File: config.mk
export PLATFORM = sky130hd
export DESIGN_NAME = exec_controller
export DESIGN_NICKNAME = d
export VERILOG_FILES = /design/src/rtl/exec_pkg.sv /design/src/rtl/exec_alu.sv /design/src/rtl/exec_controller.sv
export SDC_FILE = /design/constraint.sdc
export NUM_CORES = 1
export LEC_CHECK = 0
export BUFFER_PORTS_ARGS = -buffer_cell sky130_fd_sc_hd__buf_2
export CORE_UTILIZATION = 58
export CTS_BUF_LIST = sky130_fd_sc_hd__clkbuf_4
export DETAILED_ROUTE_END_ITERATION = 8
export GPL_TIMING_DRIVEN = 0
export PLACE_DENSITY = 0.79
export SLEW_MARGIN = 25
export SYNTH_ARGS = -nofsm -noshare
export SYNTH_HDL_FRONTEND = slang
export SYNTH_SLANG_ARGS = --single-unit
File: constraint.sdc
create_clock -name clk -period 3 [get_ports clk]
set_clock_uncertainty 0.1 [all_clocks]
set_input_delay 0.15 -clock clk [delete_from_list [all_inputs] [get_ports clk]]
set_output_delay 0.15 -clock clk [all_outputs]
set_load 0.005 [all_outputs]
File: src/rtl/exec_pkg.sv
// Shared definitions for the exec_controller slice: default widths,
// opcode values and FSM state type.
// Optional feature macro: STATUS_FLAGS_EN (see exec_controller.sv).
package exec_pkg;

   localparam int unsigned DEF_DATA_W     = 8;
   localparam int unsigned DEF_REG_ADDR_W = 2;
   localparam int unsigned DEF_OPC_W      = 4;
   localparam int unsigned INSTR_W        = DEF_OPC_W + 2 * DEF_REG_ADDR_W + DEF_DATA_W;

   localparam logic [DEF_OPC_W-1:0] OPC_NOP = 4'd0;
   localparam logic [DEF_OPC_W-1:0] OPC_ADD = 4'd1;
   localparam logic [DEF_OPC_W-1:0] OPC_SUB = 4'd2;
   localparam logic [DEF_OPC_W-1:0] OPC_AND = 4'd3;
   localparam logic [DEF_OPC_W-1:0] OPC_OR  = 4'd4;
   localparam logic [DEF_OPC_W-1:0] OPC_XOR = 4'd5;
   localparam logic [DEF_OPC_W-1:0] OPC_LDI = 4'd6;
   localparam logic [DEF_OPC_W-1:0] OPC_MOV = 4'd7;
   localparam logic [DEF_OPC_W-1:0] OPC_SHL = 4'd8;
   localparam logic [DEF_OPC_W-1:0] OPC_SAR = 4'd9;

   typedef enum logic [1:0] {
      S_IDLE,
      S_DECODE,
      S_EXEC,
      S_WB
   } state_e;

endpackage

File: src/rtl/exec_alu.sv
// Combinational ALU for exec_controller. Results wrap modulo 2**DATA_W;
// v flags signed overflow on ADD/SUB only; illegal flags undefined opcodes.
module exec_alu
   import exec_pkg::*;
#(
   parameter int unsigned DATA_W = DEF_DATA_W,
   parameter int unsigned OPC_W  = DEF_OPC_W
) (
   input  logic [OPC_W-1:0]  opc,
   input  logic [DATA_W-1:0] a,
   input  logic [DATA_W-1:0] b,
   input  logic [DATA_W-1:0] imm,
   output logic [DATA_W-1:0] result,
   output logic              v,
   output logic              illegal
);

   // Opcode decode and result selection
   always_comb begin
      result  = '0;
      v       = 1'b0;
      illegal = 1'b0;
      case (opc)
         OPC_NOP: begin
            result = '0;
         end
         OPC_ADD: begin
            result = a + b;
            v      = (a[DATA_W-1] == b[DATA_W-1]) && (result[DATA_W-1] != a[DATA_W-1]);
         end
         OPC_SUB: begin
            result = a - b;
            v      = (a[DATA_W-1] != b[DATA_W-1]) && (result[DATA_W-1] != a[DATA_W-1]);
         end
         OPC_AND: result = a & b;
         OPC_OR:  result = a | b;
         OPC_XOR: result = a ^ b;
         OPC_LDI: result = imm;
         OPC_MOV: result = a;
         OPC_SHL: result = {a[DATA_W-2:0], 1'b0};
         OPC_SAR: result = {a[DATA_W-1], a[DATA_W-1:1]};
         default: illegal = 1'b1;
      endcase
   end

endmodule

File: src/rtl/exec_controller.sv
// Single-issue sequencer for the 4x8 register file:
// IDLE -> DECODE -> EXEC -> WB -> IDLE, one instruction per four cycles.
// Optional feature macro: STATUS_FLAGS_EN adds flag_z/flag_n/flag_v outputs,
// updated on the writeback commit edge.
module exec_controller
   import exec_pkg::*;
#(
   parameter int unsigned DATA_W     = DEF_DATA_W,
   parameter int unsigned REG_ADDR_W = DEF_REG_ADDR_W,
   parameter int unsigned OPC_W      = DEF_OPC_W
) (
   input  logic                                      clk,
   input  logic                                      reset,
   input  logic                                      instr_valid,
   output logic                                      instr_ready,
   input  logic [OPC_W+2*REG_ADDR_W+DATA_W-1:0]      instr,
   input  logic [DATA_W-1:0]                         operandA,
   input  logic [DATA_W-1:0]                         operandB,
   output logic [REG_ADDR_W-1:0]                     aReg_select,
   output logic [REG_ADDR_W-1:0]                     bReg_select,
   output logic [REG_ADDR_W-1:0]                     dest_select,
   output logic [DATA_W-1:0]                         reg_data,
   output logic                                      load_enable,
   output logic                                      busy,
   output logic                                      illegal_op
`ifdef STATUS_FLAGS_EN
   ,
   output logic                                      flag_z,
   output logic                                      flag_n,
   output logic                                      flag_v
`endif
);

   localparam int unsigned IW = OPC_W + 2 * REG_ADDR_W + DATA_W;

   state_e                  state_q, state_d;
   logic [IW-1:0]           instr_q, instr_d;
   logic [REG_ADDR_W-1:0]   a_sel_q, a_sel_d;
   logic [REG_ADDR_W-1:0]   b_sel_q, b_sel_d;
   logic [REG_ADDR_W-1:0]   dest_q, dest_d;
   logic [DATA_W-1:0]       op_a_q, op_a_d;
   logic [DATA_W-1:0]       op_b_q, op_b_d;
   logic [DATA_W-1:0]       result_q, result_d;
   logic                    le_q, le_d;
   logic                    busy_q, busy_d;
   logic                    ready_q, ready_d;
   logic                    illegal_q, illegal_d;

   logic [OPC_W-1:0]        opc;
   logic [REG_ADDR_W-1:0]   rd;
   logic [DATA_W-1:0]       imm;
   logic [DATA_W-1:0]       alu_result;
   logic                    alu_v;
   logic                    alu_illegal;

   assign opc = instr_q[IW-1 -: OPC_W];
   assign rd  = instr_q[IW-OPC_W-1 -: REG_ADDR_W];
   assign imm = instr_q[DATA_W-1:0];

   exec_alu #(
      .DATA_W (DATA_W),
      .OPC_W  (OPC_W)
   ) u_alu (
      .opc     (opc),
      .a       (op_a_q),
      .b       (op_b_q),
      .imm     (imm),
      .result  (alu_result),
      .v       (alu_v),
      .illegal (alu_illegal)
   );

`ifdef STATUS_FLAGS_EN
   logic ovf_q, ovf_d;
   logic flag_z_q, flag_z_d;
   logic flag_n_q, flag_n_d;
   logic flag_v_q, flag_v_d;
`else
   logic unused_alu_v;
   assign unused_alu_v = alu_v;
`endif

   // Next-state and registered-output computation
   always_comb begin
      state_d   = state_q;
      instr_d   = instr_q;
      a_sel_d   = a_sel_q;
      b_sel_d   = b_sel_q;
      dest_d    = dest_q;
      op_a_d    = op_a_q;
      op_b_d    = op_b_q;
      result_d  = result_q;
      busy_d    = busy_q;
      ready_d   = ready_q;
      le_d      = 1'b0;
      illegal_d = 1'b0;
`ifdef STATUS_FLAGS_EN
      ovf_d     = ovf_q;
      flag_z_d  = flag_z_q;
      flag_n_d  = flag_n_q;
      flag_v_d  = flag_v_q;
`endif
      case (state_q)
         S_IDLE: begin
            if (instr_valid) begin
               // read selects come straight from the incoming word so they are
               // already valid during DECODE
               instr_d = instr;
               a_sel_d = instr[DATA_W+REG_ADDR_W-1 -: REG_ADDR_W];
               b_sel_d = instr[REG_ADDR_W-1:0];
               state_d = S_DECODE;
               busy_d  = 1'b1;
               ready_d = 1'b0;
            end
         end
         S_DECODE: begin
            op_a_d    = operandA;
            op_b_d    = operandB;
            illegal_d = alu_illegal;
            state_d   = S_EXEC;
         end
         S_EXEC: begin
            if (opc == OPC_NOP || alu_illegal) begin
               state_d = S_IDLE;
               busy_d  = 1'b0;
               ready_d = 1'b1;
            end else begin
               result_d = alu_result;
               dest_d   = rd;
               le_d     = 1'b1;
`ifdef STATUS_FLAGS_EN
               ovf_d    = alu_v;
`endif
               state_d  = S_WB;
            end
         end
         S_WB: begin
`ifdef STATUS_FLAGS_EN
            flag_z_d = (result_q == '0);
            flag_n_d = result_q[DATA_W-1];
            flag_v_d = ovf_q;
`endif
            state_d = S_IDLE;
            busy_d  = 1'b0;
            ready_d = 1'b1;
         end
         default: begin
            state_d = S_IDLE;
            busy_d  = 1'b0;
            ready_d = 1'b1;
         end
      endcase
   end

   // State and output registers with synchronous reset
   always_ff @(posedge clk) begin
      if (reset) begin
         state_q   <= S_IDLE;
         instr_q   <= '0;
         a_sel_q   <= '0;
         b_sel_q   <= '0;
         dest_q    <= '0;
         op_a_q    <= '0;
         op_b_q    <= '0;
         result_q  <= '0;
         le_q      <= 1'b0;
         busy_q    <= 1'b0;
         ready_q   <= 1'b1;
         illegal_q <= 1'b0;
`ifdef STATUS_FLAGS_EN
         ovf_q     <= 1'b0;
         flag_z_q  <= 1'b0;
         flag_n_q  <= 1'b0;
         flag_v_q  <= 1'b0;
`endif
      end else begin
         state_q   <= state_d;
         instr_q   <= instr_d;
         a_sel_q   <= a_sel_d;
         b_sel_q   <= b_sel_d;
         dest_q    <= dest_d;
         op_a_q    <= op_a_d;
         op_b_q    <= op_b_d;
         result_q  <= result_d;
         le_q      <= le_d;
         busy_q    <= busy_d;
         ready_q   <= ready_d;
         illegal_q <= illegal_d;
`ifdef STATUS_FLAGS_EN
         ovf_q     <= ovf_d;
         flag_z_q  <= flag_z_d;
         flag_n_q  <= flag_n_d;
         flag_v_q  <= flag_v_d;
`endif
      end
   end

   assign instr_ready = ready_q;
   assign busy        = busy_q;
   assign aReg_select = a_sel_q;
   assign bReg_select = b_sel_q;
   assign dest_select = dest_q;
   assign reg_data    = result_q;
   assign load_enable = le_q;
   assign illegal_op  = illegal_q;
`ifdef STATUS_FLAGS_EN
   assign flag_z      = flag_z_q;
   assign flag_n      = flag_n_q;
   assign flag_v      = flag_v_q;
`endif

endmodule

# After elaboration in Yosys (flattened, before gate mapping)
# Index checks and enable logic that the tools add are counted.
# word_totals
ff_bits	52
out_inout_bits	18
memories	0
elab_cells	56
mem_bits_rw	0
rom_bits	0
inputBits	35
latchBits	0
# classes
muxes	12
n_eq_ne	14
reduce_logical	10
bitwise	6
n_lt_le_gt_ge	0
multipliers	0
n_shift	0
add_sub_neg	2
div_mod_pow	0
# op_table
cell	count
8-bit one-hot mux with 9 select lines	1
4-bit by 3-bit == test with 1-bit output, second input constant	4
10-bit OR reduction	1
8-bit adder	1
8-bit bitwise AND	1
4-bit by 2-bit == test with 1-bit output, second input constant	2
4-bit == test, second input constant	2
8-bit bitwise OR	1
2-bit one-hot mux with 4 select lines	1
8-bit subtractor	1
8-bit bitwise XOR	1
1-bit 2-to-1 mux	6
1-bit one-hot mux with 3 select lines	2
2-bit == test, second input constant	2
4-bit by 1-bit == test with 1-bit output, second input constant	1
4-bit logical NOT	1
2-bit 2-to-1 mux	2
2-bit != test, second input constant	2
2-bit AND reduction	2
2-bit OR reduction	2
1-bit inverter	3
3-bit AND reduction	1
3-bit nonzero test	1
2-bit by 1-bit == test with 1-bit output, second input constant	1
2 further kinds	2

# Depth between registers and ports, before layout
# Gate-level depths: netlist of the first run.
# depth
word_depth	6
mapped_depth	11
depth_no_buf	11

# Hierarchy
# A second synthesis of the first run with hierarchy kept.
# unflattened
hier_cells	415
hier_area_um2	3384.5
# modules_own_cells
mod	area_per_inst_um2	cells_each	seq_area_each_um2	n_inst
exec_controller	1860.5	209	960.9	1
exec_alu	1524.0	206	0.0	1

# Worst setup path after synthesis of the first run
# No wires, ideal clock.
# synth_path
path_kind	reg-to-reg
startpoint	reg instr_q[14]
endpoint	reg result_q[5] (netlist: reg_data[5])
required_ns	2.769
path_slack_ns	0.263
period_less_slack_ns	2.737
path_stages_with_launch	12
n_path_buf	1
arrival_time_ns	2.506
path_cell_list	dfxtp_1 -> buf_6 -> nor4b_4 -> mux2_2 -> inv_1 -> ha_1 -> nor2b_1 -> o31a_1 -> o21a_1 -> or3_1 -> a31oi_1 -> nor3_1
# synth_via
elab_chain_len	6
word_cells_on_any_way	16
# synth_rtl
item	line	source
start, declared	exec_controller.sv:37	logic [IW-1:0] instr_q, instr_d;
start signal, assigned	exec_controller.sv:178	instr_q <= instr_d;
4-bit by 1-bit == test with 1-bit output, or another cell as far along	exec_alu.sv:23	case (opc)
10-bit OR reduction (no line)	--	
1-bit 2-to-1 mux	exec_alu.sv:23	
1-bit logical OR	exec_controller.sv:123	if (opc == OPC_NOP || alu_illegal) begin
1-bit inverter (no line)	--	
2-bit AND reduction (no line)	--	
end signal, assigned	exec_controller.sv:184	result_q <= result_d;
end, declared	exec_controller.sv:43	logic [DATA_W-1:0] result_q, result_d;
# Parallel ways exist; a longest one is shown, timed or not.
# A chain may end at the register's enable or synchronous reset.

# Worst setup path after layout of the first run
# layout_path
startpoint	reg instr_q[14]
endpoint	reg result_q[6] (netlist: reg_data[6])
# The elaborated chain is that of the path after synthesis.

==> flow_summary_export.csv, run 1 <==
group,metric,value,unit
run_status,outcome,"finished, final reports clean",
worst_setup_path,cp_cell_sequence,"buf_6, nor4b_4, buf_4, nor2_1, xnor2_1, ha_1, nor2b_1, o31a_1, o21a_1, or3_1, a31oi_1, nor3_1",
pwr,p_leak,1.56,nW
timing,setup_tns,0,ns
grt,antenna_found_initial,0,
floorplan,core_area,4850,sq um
worst_setup_path,crit_family,"simple AND/OR/NAND/NOR gates",
place,place_area,3320,sq um
grt,grt_pass1_wl,13000,um
worst_setup_path,criticalPathCategory,"register to register",
pwr,peakVddDrop,0.283,mV
yosys,yosysWarnings,0,
cells_and_area,fill_cells,363,
cells_and_area,fin_area,3720,sq um
yosys,synthCells,376,
timing,setup_viol,0,
flow_run,maxCapViolCount,0,
drt,topRoutingLayerUsed,"met4",
floorplan,die-height,73.7,um
place,portBuffers,51,
cells_and_area,drive_gt1_frac,0.175,
worst_setup_path,critPathCaptureType,"register",
timing,finalCritPeriodShare,0.955,
pwr,totalPowerFinal,1.49,mW
yosys,async_flop_share,0,
timing,hold_viol,0,
yosys,synthAdderAreaFrac,0.107,
worst_setup_path,cp_slowest_cell,"nor4b_4",
cells_and_area,synthToLayoutAreaGrowth,24.6,%
yosys,synth-seq-cells,48,
clock_tree,clkTransAtPathRegs,0.14,ns
place,dpl.hpwl,5770,um
drt,vias,3011,
timing,timing.final.max_slew_violations,0,
cells_and_area,nets,528,
timing,tightest_slew,0.628,ns
yosys,netlist.area_leader.share,0.322,
place,gp_congestion,0.996,
timing,min_period,2.87,ns
cells_and_area,register_area,961,sq um
floorplan,dieArea,5430,sq um
worst_setup_path,cp_slowest_stage_delay,0.36,ns
grt,grt_pass1_vias,2767,
worst_setup_path,critPathArrivalTime,3.01,ns
worst_setup_path,start_kind,"register",
drt,wl_per_cell,15.7,um
clock_tree,clk_latency,0.35,ns
cells_and_area,multi_input_area,1780,sq um
clock_tree,clockBufferDepth,2,
yosys,synth-simple-area-share,0.212,
worst_setup_path,critPathRequiredTime,3.14,ns
pwr,power_density,401,nW/um^2
yosys,synth_xor_area_frac,0.0294,
grt,grt_overflow_total,0,
clock_tree,clock_sinks,48,
worst_setup_path,cp.buffers_inverters,2,
yosys,yosysSeqAreaShare,0.322,
drt,dr.pass1.iters,5,
yosys,syn_avg_cell_area,7.93,sq um
drt,drc,0,
cells_and_area,final_common_cell,"nand2_1",
drt,vias_per_cell,5.63,
cells_and_area,mostFrequentLayoutCells,"75 x nand2_1, 54 x buf_2, 51 x a21oi_1",
yosys,synth_area_leader_cell,"dfxtp_1",
grt,grt_max_degree,15,
floorplan,rows,25,
clock_tree,ctsHtreeMaxLevel,2,
yosys,synth_edf_count,0,
drt,wl_met3,463,um
drt,dr_wl_met2,3890,um
floorplan,ios,53,
yosys,synth_mux_area_frac,0.0445,
drt,drt-initial-drc-count,299,
clock_tree,cts_tree,"yes",
clock_tree,root_buffer,"clkbuf_4",
worst_setup_path,path_max_fanout,9,
drt,antenna_left,0,
yosys,synth_flop_cell,"dfxtp_1",
yosys,synth_area_leaders,"dfxtp_1 32%, ha_1 10%, nand2_1 9.4%",
drt,wl,8380,um
yosys,synth_area,2980,sq um
yosys,synth_compound_area_frac,0.202,
clock_tree,cts_buffers,5,
floorplan,initial_core_util,0.615,
worst_hold_path,min-delay-path-class,"input pin to register",
grt,grt.total_usage,0.321,
cells_and_area,diodes,0,
yosys,synth_top_family_by_area,"simple AND/OR/NAND/NOR gates",
yosys,synth_cell_types,53,
floorplan,die_w,73.7,um
yosys,syn-num-nets,436,
timing,relSlewSlack,0.578,
drt,wl_met1,3690,um
timing,max_freq,349,MHz
## timing repair
| action | in CTS | in global routing |
|---|---|---|
| setup endpoints to repair | 1 | 2 |
| gates resized for setup | 0 | 2 |
| hold buffers | 32 | 0 |
| setup buffers | 2 | 0 |
| hold endpoints to repair | 32 | 0 |
| pin swaps | 0 | 1 |
## cell type report
class | instances | share of cell area
Buffer | 30 | 0.0444
Clock buffer | 5 | 0.0101
Clock inverter | 2 | 0.00337
Inverter | 22 | 0.0222
Multi-Input combinational cell | 276 | 0.480
Sequential cell | 48 | 0.259
Tap cell | 67 | 0.0226
Timing Repair Buffer | 85 | 0.159
## sequential cells by signal, summed over array words and instances (netlist names), 2 cells and up
| name | count |
|---|---|
| reg_data | 8 |
| dest_select | 2 |
| state_q | 2 |
| op_b_q | 8 |
| instr_q | 16 |
| op_a_q | 8 |
## per-layer routing
metal / GRT usage / vias to the layer above
met3: 0.0549 / 28
met1: 0.415 / 1368
met5: 0 / -
met4: 0.145 / 0
li1: - / 1480
met2: 0.523 / 135
## cells in the mapped netlist, drive strengths merged, types with 3 or more instances
library cell	instances
mux4	3
buf	14
xnor2	9
mux2	4
a31oi	4
o21a	4
a32oi	4
a21oi	51
a22oi	3
o21ai	9
nor2	22
nand2	75
inv	22
ha	24
nor2b	8
nand2b	4
dfxtp	48
clkbuf	16
nor3	8
## per-stage QoR
| stage | hold slack (ns) | utilization | setup WS, ns | cells |
|---|---|---|---|---|
| after floorplan | 0.186 | - | 0.263 | 376 |
| after global placement | 0.291 | 0.685 | 0.0375 | 494 |
| after detailed placement | 0.297 | 0.685 | -0.0216 | 494 |
| after CTS | 0.0577 | 0.765 | 0.117 | 535 |
| after global routing | 0.0949 | 0.766 | -0.0221 | 535 |
| final | 0.0663 | 0.766 | 0.135 | 535 |
## cell families (layout without fill, tap and decap cells)
kind of cell    Yosys count  after routing
xor+xnor                 10             10
flops                    48             48
mux                       9              9
compound gates           97             97
buf+inv                  52            144
fa+ha+maj                25             25
simple gates            135            135
## worst register-to-register path, delay by kind of cell, from the launching register on
| family | cells | cell delay (ns) |
|---|---|---|
| and+or+nand+nor | 5 | 0.94 |
| xor gates and xnor gates | 1 | 0.13 |
| AOI/OAI and AO/OA | 3 | 0.60 |
| adders and majority gates | 1 | 0.33 |
| DFF | 1 | 0.33 |
| buffers and inverters | 2 | 0.32 |
## where the power goes
group	internal, mW	switching, mW
sequential	0.675	0.0402
combinational	0.234	0.255
clock	0.0863	0.200
## worst paths after layout
kind                    start     endpoint  slack [ns]  cells after the start
setup / recovery  instr_q[14]  reg_data[6]        0.13                     12
hold / removal          reset         busy        0.07                      2
setup reg to reg  instr_q[14]  reg_data[6]        0.13                     12
hold reg to reg    instr_q[7]   instr_q[7]        0.37                      2
Power figures use the tool's default switching activity.
==> inputs of run 2 (changes only) <==
- ABC_AREA: unset -> 1
- PLACE_DENSITY: 0.79 -> 0.8
==> run 2 against run 1 <==
Hold slack worse by 0.048 ns. Power up 24%. Critical path depth increased by 3. Flip-flop and latch count unchanged. Synthesized area is 3.7% lower. Sequential power up 4.1%. Register-to-register slack gained 0.21 ns. Sequential share of layout area up 0.62 points. Via count increased by 3.3%. Maximum frequency grew 7.9%. Combinational power increased by 29%. First-iteration DRC count decreased by 3.0%. Critical path type unchanged.
==> flow_summary_export.csv, run 2 <==
group,metric,value,unit
clock_tree,postCtsSetupBuffers,0,
cells_and_area,mostFrequentLayoutCells,"69 x nand2_1, 54 x nor2_1, 52 x buf_2",
cells_and_area,fill_cells,383,
timing,hold_viol,0,
yosys,syn_avg_cell_area,6.97,sq um
flow_run,maxCapViolCount,0,
clock_tree,clk_latency,0.37,ns
drt,vias,3111,
pwr,peakVddDrop,0.356,mV
drt,wl,8290,um
clock_tree,clockBufferDepth,2,
yosys,synthCells,412,
clock_tree,postCtsResizedCells,0,
pwr,power_frac_comb,0.343,
floorplan,rows,25,
timing,timing.final.max_slew_violations,0,
floorplan,die-height,72.4,um
floorplan,dieArea,5240,sq um
worst_setup_path,critPathRequiredTime,3.21,ns
place,gp_congestion,0.893,
yosys,synthTopCellsByCount,"69 x nand2_1, 54 x nor2_1, 48 x dfxtp_1",
timing,setup_tns,0,ns
pwr,clkPwrFrac,0.253,
drt,drc,0,
cells_and_area,synthToLayoutAreaGrowth,26.4,%
pwr,power_density,508,nW/um^2
worst_setup_path,start_kind,"register",
place,place_area,3210,sq um
grt,grt_pass1_wl,13300,um
yosys,yosysMostFrequentCell,"nand2_1",
floorplan,core_area,4750,sq um
yosys,synth_area_leaders,"dfxtp_1 33%, ha_1 10%, nand2_1 9.0%",
cells_and_area,top_register,"instr_q",
grt,grt.total_usage,0.332,
grt,grtUsageMet3,0.0653,
worst_setup_path,critPathCaptureType,"register",
cells_and_area,multi_input_area,1630,sq um
floorplan,ios,53,
cells_and_area,drive_gt1_frac,0.171,
timing,relSlewSlack,0.597,
cells_and_area,largest_register_ff_count,16,
yosys,yosysSeqAreaShare,0.334,
drt,vias_per_cell,5.47,
clock_tree,clock_sinks,48,
timing,finalCritPeriodShare,0.885,
worst_setup_path,criticalPathCategory,"register to register",
pwr,p_int,1.20,mW
grt,grt_pass1_vias,2922,
worst_setup_path,path_max_fanout,5,
pwr,p_leak,1.71,nW
grt,met2_usage,0.582,
drt,antenna_left,0,
timing,rsz0062_at_grt,"false",
grt,grt_max_degree,15,
yosys,synth-seq-cells,48,
grt,antenna_found_initial,0,
timing,max_freq,376,MHz
pwr,power_switching,646,uW
yosys,netlist.area_leader.share,0.334,
yosys,syn-num-nets,472,
clock_tree,root_buffer,"clkbuf_4",
place,portBuffers,51,
grt,grt_overflow_total,0,
pwr,seq_power_share,0.403,
drt,dr.pass1.iters,5,
worst_hold_path,min-delay-path-class,"input pin to register",
pwr,swShare,0.350,
drt,wl_per_cell,14.6,um
yosys,synth_edf_count,0,
cells_and_area,fin_area,3630,sq um
clock_tree,clkTransAtPathRegs,0.14,ns
timing,setup_viol,0,
yosys,synth_area,2870,sq um
place,dpl.hpwl,5750,um
clock_tree,ctsHtreeMaxLevel,2,
clock_tree,cts_buffers,5,
floorplan,initial_core_util,0.604,
cells_and_area,final_common_cell,"nand2_1",
run_status,outcome,"finished, final reports clean",
cells_and_area,nets,562,
yosys,yosysWarnings,0,
yosys,synth_cell_types,34,
yosys,synth_area_leader_cell,"dfxtp_1",
drt,drt-initial-drc-count,290,
yosys,async_flop_share,0,
timing,tightest_slew,0.605,ns
grt,busiest_layer,"met2",
worst_setup_path,critPathArrivalTime,2.87,ns
clock_tree,postCtsHoldBufs,32,
cells_and_area,register_area,961,sq um
cells_and_area,diodes,0,
timing,min_period,2.66,ns
grt,grt_use_met1,0.401,
yosys,synth_flop_cell,"dfxtp_1",
floorplan,die_w,72.4,um
clock_tree,cts_tree,"yes",
==> run 2: power groups by stage <==
stage | clock [mW] | sequential [mW] | combinational, mW
2_1_floorplan | 0 | 0.747 | 0.429
3_3_place_gp | 0 | 0.755 | 0.560
6_report | 0.467 | 0.744 | 0.633
4_1_cts | 0.471 | 0.743 | 0.617
3_5_place_dp | 0 | 0.757 | 0.582
5_1_grt | 0.487 | 0.752 | 0.711
==> run 2: cells by family (layout without fill, tap and decap cells) <==
logic type / count (synthesis) / after routing / synth area share
AO/OA/AOI/OAI: 109 / 109 / 0.203
XOR/XNOR: 6 / 6 / 0.0183
adder cells (fa/ha/maj): 25 / 25 / 0.111
buffers and inverters: 67 / 157 / 0.0984
flip-flops: 48 / 48 / 0.334
AND/OR/NAND/NOR: 157 / 157 / 0.234
==> run 2: worst paths after layout <==
kind	start	to	slack (ns)	cells after the start
setup reg to reg	op_b_q[0]	reg_data[6]	0.34	15
setup / recovery	op_b_q[0]	reg_data[6]	0.34	15
hold reg to reg	instr_ready	instr_ready	0.36	2
hold / removal	operandB[5]	op_b_q[5]	0.02	3
==> run 2: layer usage <==
| layer | vias to the layer above | part of all wire | wire length [um] |
|---|---|---|---|
| li1 | 1523 | - | - |
| met1 | 1423 | 0.42 | 3480 |
| met2 | 143 | 0.49 | 4080 |
| met3 | 22 | 0.065 | 540 |
| met4 | 0 | 0.022 | 182 |
| met5 | - | 0 | 0 |
==> run 2: worst max-delay path, stage by stage, from the launching register on <==
cell	delay (ns)
dfxtp_1	0.36
inv_1	0.14
ha_1	0.17
inv_1	0.05
nor3_1	0.29
a21oi_1	0.10
xor2_1	0.17
ha_1	0.36
nand2_1	0.10
nor3_1	0.18
nor2_1	0.09
nand2_1	0.07
nand2_1	0.04
nor2_1	0.21
nor2_1	0.08
nor2_1	0.08
==> run 2: cell type report <==
cell class | count | share of cell area
multi-input combinational | 297 | 0.449
buffer | 16 | 0.0252
sequential | 48 | 0.265
timing repair buffer | 83 | 0.159
inverter | 51 | 0.0527
clock inverter | 2 | 0.0165
tap | 67 | 0.0231
clock buffer | 5 | 0.0103
==> run 2: per-stage QoR <==
stage	hold slack (ns)	setup slack (ns)	std cells	power [mW]	util
finish	0.0178	0.344	569	1.85	0.763
global route	0.0377	0.205	569	1.95	0.763
CTS	0.000722	0.387	569	1.83	0.763
detailed placement	0.309	0.483	530	1.34	0.676
global placement	0.298	0.512	530	1.32	0.676
floorplan	0.217	0.874	412	1.18	-
==> inputs of run 3 (changes only) <==
--- a/config.mk
+++ b/config.mk
@@ -14,2 +14,3 @@
 export PLACE_DENSITY = 0.8
+export SKIP_CTS_REPAIR_TIMING = 1
 export SLEW_MARGIN = 25
--- a/constraint.sdc
+++ b/constraint.sdc
@@ -4,2 +4,2 @@
 set_output_delay 0.15 -clock clk [all_outputs]
-set_load 0.005 [all_outputs]
+set_load 0.01 [all_outputs]
==> run 3 against run 2 <==
The flow now finishes with violations (hold timing). Cell count decreased by 2.1%. Flip-flop and latch count stayed put. Core utilization shrank 2.5 points. Critical path depth increased by 3.
==> flow_summary_export.csv, run 3 (synthesis gave the netlist of run 2 again) <==
group,metric,value,unit
worst_setup_path,crit_top_cell,"nand2_1",
clock_tree,root_buffer,"clkbuf_4",
flow_run,maxCapViolCount,0,
clock_tree,cts_tree,"yes",
timing,finalCritPeriodShare,0.879,
cells_and_area,drive_gt1_frac,0.176,
grt,antenna_found_initial,0,
grt,grt_pass1_wl,12200,um
timing,hold_viol,12,
worst_setup_path,path_max_fanout,4,
cells_and_area,final_common_cell,"nand2_1",
grt,grt_pass1_vias,2651,
cells_and_area,nets,550,
pwr,p_leak,1.66,nW
floorplan,die_w,72.4,um
clock_tree,clk_latency,0.37,ns
drt,vias_per_cell,5.47,
worst_setup_path,start_kind,"register",
drt,drc,0,
floorplan,ios,53,
grt,grt.total_usage,0.302,
worst_setup_path,critPathCaptureType,"register",
clock_tree,ctsHtreeMaxLevel,2,
run_status,outcome,"finished, violations left",
cells_and_area,synthToLayoutAreaGrowth,22.2,%
floorplan,initial_core_util,0.604,
worst_setup_path,cp_cell_sequence,"inv_1, ha_1, inv_1, nor3_1, nand2_1, nand2_1, xor2_1, inv_1, ha_1, nand2_1, inv_1, nand2_1, nand2_1, a21oi_1, inv_1, nand2_1, nand3_1, a21oi_1",
cells_and_area,top_register,"instr_q",
drt,drt-initial-drc-count,273,
timing,setup_tns,0,ns
cells_and_area,diodes,0,
clock_tree,clkTransAtPathRegs,0.15,ns
grt,grt_max_degree,15,
cells_and_area,fin_area,3510,sq um
floorplan,rows,25,
drt,wl_per_cell,14.3,um
pwr,totalPowerFinal,1.84,mW
cells_and_area,mostFrequentLayoutCells,"69 x nand2_1, 54 x nor2_1, 52 x buf_2",
clock_tree,clockBufferDepth,2,
place,dpl.hpwl,5750,um
worst_setup_path,critPathRequiredTime,3.21,ns
drt,dr.pass1.iters,5,
clock_tree,cts_buffers,5,
drt,wl,7990,um
worst_setup_path,critPathArrivalTime,2.84,ns
timing,tightest_slew,0.582,ns
drt,antenna_left,0,
timing,relSlewSlack,0.612,
worst_setup_path,criticalPathCategory,"register to register",
drt,vias,3047,
pwr,peakVddDrop,0.371,mV
timing,setup_viol,0,
floorplan,core_area,4750,sq um
timing,hold_ws,-0.0444,ns
cells_and_area,largest_register_ff_count,16,
worst_setup_path,cp_slowest_stage_delay,0.36,ns
timing,min_period,2.64,ns
worst_setup_path,cp_slowest_cell,"dfxtp_1",
timing,timing.final.max_slew_violations,0,
place,portBuffers,51,
timing,max_freq,379,MHz
floorplan,die-height,72.4,um
worst_hold_path,min-delay-path-class,"input pin to register",
place,gp_congestion,0.893,
floorplan,dieArea,5240,sq um
run_status,violations,"hold timing",
grt,grt_overflow_total,0,
worst_setup_path,cp.buffers_inverters,5,
place,place_area,3210,sq um
pwr,power_density,526,nW/um^2
clock_tree,clock_sinks,48,
worst_setup_path,crit_family,"simple AND/OR/NAND/NOR gates",
timing,rsz0062_at_grt,"false",
## run 3: cell types whose count changed in the layout (fill, tap and decap cells not counted), sizes merged
cell,previous run,this run
dlygate4sd3,32,20
## run 3: cell type report
type,count,area (sq um)
repair buffers,71,455
flip-flops and latches,48,961
clock buffers,5,37.5
fillers,402,1240
clock inverters,2,60.1
well taps,67,83.8
multi-input cells,297,1630
inverters,51,191
plain buffers,16,91.3
## run 3: stage by stage
step	setup slack, ns	util	std cells
2_1_floorplan	0.874	-	412
3_3_place_gp	0.512	0.676	530
3_5_place_dp	0.483	0.676	530
4_1_cts	0.387	0.696	537
5_1_grt	0.205	0.738	557
6_report	0.363	0.738	557
## run 3: path summary, 6_finish.rpt
kind,start,endpoint,slack [ns],cells after the start
worst max-delay path,op_b_q[0],reg_data[7],0.36,18
worst min register to register,instr_ready,instr_ready,0.36,2
worst max register to register,op_b_q[0],reg_data[7],0.36,18
worst min-delay path,instr[6],instr_q[6],-0.04,3
## run 3: report_power, final
part | internal, mW | switching [mW]
sequential | 0.695 | 0.0488
clock | 0.255 | 0.222
combinational | 0.238 | 0.385
## run 3: per-layer routing
| metal | global-route usage | part of all wire |
|---|---|---|
| met1 | 0.381 | 0.41 |
| met2 | 0.513 | 0.48 |
| met3 | 0.0611 | 0.080 |
| met4 | 0.100 | 0.025 |
| met5 | 0 | 0 |
## run 3: worst reg2reg max path, stage by stage, from the launching register on
cell and delay (ns):
dfxtp_1 0.36, inv_1 0.14, ha_1 0.17, inv_1 0.05, nor3_1 0.28, nand2_1 0.09, nand2_1 0.08, xor2_1 0.14
inv_1 0.05, ha_1 0.31, nand2_1 0.09, inv_1 0.05, nand2_1 0.05, nand2_1 0.04, a21oi_1 0.18, inv_1 0.06
nand2_1 0.06, nand3_1 0.09, a21oi_1 0.17
